--- src/rtl/risc16_fetch_unit.sv ---
// RiSC-16 instruction-fetch sequencer: owns the PC, reads a combinational
// instruction memory and buffers up to two {pc, instr} words for decode.
// Optional HALT detection is built when RISC16_FETCH_HALT_EN is defined.
module risc16_fetch_unit #(
  parameter logic [15:0] RESET_PC = 16'h0000
) (
  input  logic        clk,
  input  logic        rst,
  output logic [15:0] imem_addr,
  input  logic [15:0] imem_data,
  output logic        out_valid,
  input  logic        out_ready,
  output logic [15:0] out_instr,
  output logic [15:0] out_pc,
  input  logic        redirect_valid,
  input  logic [15:0] redirect_pc,
  output logic        halted
);

  logic [15:0] fetch_pc_reg;
  logic [1:0]  count_reg;
  logic [15:0] head_pc_reg;
  logic [15:0] head_instr_reg;
  logic [15:0] tail_pc_reg;
  logic [15:0] tail_instr_reg;
  logic        halt_seen;
  logic        pop;
  logic        push;

  always_comb begin
    pop  = (count_reg != 2'd0) && out_ready;
    push = !redirect_valid && !halt_seen && ((count_reg < 2'd2) || pop);
  end

`ifdef RISC16_FETCH_HALT_EN
  logic halt_seen_reg;
  logic is_halt;

  // HALT is the JALR opcode with a non-zero immediate field.
  always_comb begin
    is_halt = (imem_data[15:13] == 3'b111) && (imem_data[6:0] != 7'd0);
  end

  always_ff @(posedge clk or posedge rst) begin
    if (rst) begin
      halt_seen_reg <= 1'b0;
    end else if (redirect_valid) begin
      halt_seen_reg <= 1'b0;
    end else if (push && is_halt) begin
      halt_seen_reg <= 1'b1;
    end
  end

  assign halt_seen = halt_seen_reg;
`else
  assign halt_seen = 1'b0;
`endif

  always_ff @(posedge clk or posedge rst) begin
    if (rst) begin
      fetch_pc_reg   <= RESET_PC;
      count_reg      <= 2'd0;
      head_pc_reg    <= 16'h0000;
      head_instr_reg <= 16'h0000;
      tail_pc_reg    <= 16'h0000;
      tail_instr_reg <= 16'h0000;
    end else if (redirect_valid) begin
      // Flush: head/tail contents become don't-care once count is zero.
      fetch_pc_reg <= redirect_pc;
      count_reg    <= 2'd0;
    end else begin
      if (push) begin
        fetch_pc_reg <= fetch_pc_reg + 16'd1;
      end
      case ({push, pop})
        2'b10: begin
          if (count_reg == 2'd0) begin
            head_pc_reg    <= fetch_pc_reg;
            head_instr_reg <= imem_data;
          end else begin
            tail_pc_reg    <= fetch_pc_reg;
            tail_instr_reg <= imem_data;
          end
          count_reg <= count_reg + 2'd1;
        end
        2'b01: begin
          head_pc_reg    <= tail_pc_reg;
          head_instr_reg <= tail_instr_reg;
          count_reg      <= count_reg - 2'd1;
        end
        2'b11: begin
          // With one entry the new word becomes head; with two it shifts in behind.
          if (count_reg == 2'd1) begin
            head_pc_reg    <= fetch_pc_reg;
            head_instr_reg <= imem_data;
          end else begin
            head_pc_reg    <= tail_pc_reg;
            head_instr_reg <= tail_instr_reg;
            tail_pc_reg    <= fetch_pc_reg;
            tail_instr_reg <= imem_data;
          end
        end
        default: begin
        end
      endcase
    end
  end

  assign imem_addr = fetch_pc_reg;
  assign out_valid = (count_reg != 2'd0);
  assign out_instr = head_instr_reg;
  assign out_pc    = head_pc_reg;
  assign halted    = halt_seen && (count_reg == 2'd0);

endmodule

--- config.mk ---
export PLATFORM = sky130hd
export DESIGN_NAME = risc16_fetch_unit
export DESIGN_NICKNAME = d
export VERILOG_FILES = /design/src/rtl/risc16_fetch_unit.sv
export SDC_FILE = /design/constraint.sdc
export NUM_CORES = 1
export LEC_CHECK = 0
export BUFFER_PORTS_ARGS = -buffer_cell sky130_fd_sc_hd__buf_4
export CAP_MARGIN = 20
export CORE_ASPECT_RATIO = 1.5
export CORE_UTILIZATION = 40
export CTS_CLUSTER_SIZE = 24
export DETAILED_ROUTE_END_ITERATION = 7
export GPL_ROUTABILITY_DRIVEN = 0
export HOLD_SLACK_MARGIN = 0.02
export PLACE_DENSITY_LB_ADDON = 0.08
export REMOVE_ABC_BUFFERS = 1
export SYNTH_ARGS = -nofsm -noshare
export SYNTH_HDL_FRONTEND = slang
export SYNTH_SLANG_ARGS = --single-unit
--- constraint.sdc ---
create_clock -name clk -period 2.3 [get_ports clk]
set_input_delay 0.345 -clock clk [delete_from_list [all_inputs] [get_ports clk]]
set_output_delay 0.345 -clock clk [all_outputs]
set_load 0.02 [all_outputs]
==> results by group <==
Run status
  • Outcome: finished clean

Routing
  • DRC viols: 0
  • Remaining antenna violation count: 0
  • Per-cell routed wire length: 15.3 microns
  • Vias after detailed routing: 2732
  • Routed WL: 8240 microns
  • Starting DRT DRC Count: 89
  • Drt first pass iters: 4
  • DR vias/cell: 5.07

CTS
  • Clock slew at reported path FFs: 0.06 ns
  • Setup repair bufs after CTS: 0
  • Gates resized, CTS repair: 0
  • Root Driver: clkbuf_16
  • Clock H-tree levels: 3
  • TritonCTS clock tree: built
  • Worst-Skew Late Latency: 0.33 ns
  • CTS Hold Bufs: 1
  • Clock tree buffer depth: 2
  • # clock sinks: 82
  • CTS Buf Count: 9

Global routing
  • Initial antenna violation count: 0
  • Global-route wire length before repair: 13300 microns
  • Overall Global Routing Usage: 0.182
  • Total global routing overflow: 0
  • Vias in the first global route: 2663
  • Largest net degree at the start of global routing: 50

Yosys
  • Post-synth design cell area: 3740 sq um
  • Synth warn: 0
  • Dominant cells by area after synthesis: dfrtp_1 55%, mux2i_1 8.8%, mux2_2 6.6%
  • Post-synth EDFFs: 0
  • Area leader, netlist: dfrtp_1
  • Post-synth top flop: dfrtp_1
  • Syn_area_per_cell: 11.1 sq um
  • Asr flop ratio synth: 1.00
  • Top cells by count, synth: 82 x dfrtp_1, 37 x nor2_1, 36 x a21oi_1
  • Cell with the most instances after synthesis: dfrtp_1
  • Post-synth top area share: 0.549
  • Syn Inst Count: 337
  • Post-synthesis register bit count: 82
  • Seq/Total Area, Yosys: 0.549
  • Netlist cell types: 41

Timing
  • Worst Skew: 0.00538 ns
  • RSZ-0062 raised after global routing: false
  • Slew Limit Fails: 0
  • Peak Freq: 482 MHz
  • Setup WS post-layout: 0.227 ns
  • Final Critical Period: 2.07 ns
  • Fin Setup TNS: 0 ns
  • Final setup vio count: 0
  • Tcrit/Tclk final: 0.901
  • Final Hold Vio Count: 0

Placement
  • Port Buf Inserts: 84
  • HPWL Detailed: 5640 microns
  • Pre-CTS setup slack: 0.224 ns

Power
  • PwrDens: 1410 nW/um^2
  • Leakage: 2.33 nW
  • Worst vdd ir: 0.000580 V

Critical path
  • FF-to-FF End: imem_addr[14]$_DFFE_PP0P_
  • Critical-path maximum fanout: 8
  • Crit end category: flop
  • Worst EP arrival: 2.33 ns
  • Required time worst endpoint: 2.55 ns
  • Worst Reg-to-Reg Cells: 6
  • Critical path type: flop to flop
  • Reg-to-reg startpoint: count_reg[0]$_DFFE_PP0P_
  • Reg-to-reg slack, setup: 0.23 ns
  • Worst setup SP type: flop

Layout
  • Share of cells above drive strength 1: 0.329
  • Ant diodes: 0
  • Area delta synth->final: 31.0%
  • Filler cell count: 811
  • Net count, final: 463

Hold path
  • Hold_sp: redirect_pc[1]
  • Worst Hold Class: primary input to flop
  • Worst Hold Depth: 3
  • Worst Hold Path EP: imem_addr[1]$_DFFE_PP0P_

Floorplanning
  • Core area: 8930 sq um
  • Starting density of the core: 0.418
  • Die H: 120 microns
  • Die width: 80.9 microns
  • Std cell rows: 42
  • Top-Level Pins: 86
  • Die area: 9740 sq um

Flow run
  • Max Cap Viol: 0
## critical path: stages, from the launching register on
cell and delay (ns):
dfrtp_1 0.37, inv_1 0.07, ha_1 0.23, nand2b_1 0.33, a211o_1 0.43, or4_1 0.41, a31oi_1 0.17
## layout by cell type, fill, tap and decap left out, types with 2 or more instances in the layout
cell       count
nand2_1       22
inv_1          8
o21ai_1        5
ha_1           3
nand2b_1       2
xnor2_1        8
a211oi_1       2
or4_1          2
nand3_1        8
a21oi_1       36
buf_4         94
o21ai_0       12
a21o_1         2
a2111oi_2      2
nor2b_1        2
clkinv_2       2
mux2_2        22
dfrtp_1       82
clkbuf_16      9
bufinv_16      4
mux2i_1       33
nor2_1        37
a31oi_1        4
mux2_1         6
## layer usage
layer	share of wire	wire length (microns)	global-route usage
met5	0	0	0
met4	0.013	105	0.0603
met3	0.040	332	0.0385
met2	0.50	4110	0.291
met1	0.45	3700	0.242
## layout make-up
cell class | instances | area [sq um] | area share
tap | 110 | 138 | 0.0281
multi-input combinational | 226 | 1570 | 0.321
clock inverter | 7 | 141 | 0.0289
inverter | 9 | 35.0 | 0.00715
timing repair buffer | 96 | 736 | 0.150
sequential | 82 | 2050 | 0.419
clock buffer | 9 | 225 | 0.0460
## worst max-delay path by stage
stage	startpoint	end	slack [ns]	depth (start not counted)
final	count_reg[0]$_DFFE_PP0P_	imem_addr[14]$_DFFE_PP0P_	0.23	6
after floorplan	count_reg[1]$_DFFE_PP0P_	out_instr[0]$_DFFE_PP0P_	-0.73	5
after global routing	count_reg[0]$_DFFE_PP0P_	imem_addr[15]$_DFFE_PP0P_	0.10	6
after detailed placement	count_reg[0]$_DFFE_PP0P_	imem_addr[14]$_DFFE_PP0P_	0.22	6
after global placement	count_reg[0]$_DFFE_PP0P_	imem_addr[14]$_DFFE_PP0P_	0.31	6
after CTS	count_reg[0]$_DFFE_PP0P_	imem_addr[14]$_DFFE_PP0P_	0.24	6
## metrics by stage
stage | power, W | cells | cell area [sq um] | hold WS, ns | utilization
global placement | 0.00516 | 522 | 4520 | 0.306 | 0.506
finish | 0.00690 | 539 | 4900 | 0.222 | 0.548
floorplan | 0.00416 | 317 | 3640 | 0.408 | -
global route | 0.00733 | 539 | 4900 | 0.228 | 0.548
CTS | 0.00699 | 539 | 4900 | 0.216 | 0.548
detailed placement | 0.00523 | 522 | 4520 | 0.301 | 0.506
## power by group
part / switching (W) / internal, W / leakage [nW] / total, W
logic: 0.00147 / 0.00125 / 1.21 / 0.00272
registers: 0.000366 / 0.00207 / 0.950 / 0.00244
clock network: 0.000571 / 0.00117 / 0.176 / 0.00174
## cell families after synthesis
group,Yosys count,synth area share
flops,82,0.549
simple gates,80,0.0940
compound gates,72,0.116
mux,61,0.173
buf+inv,29,0.0365
xor+xnor,9,0.0211
fa+ha+maj,3,0.0100
other cells,1,0.00100
Power figures use the tool's default switching activity.
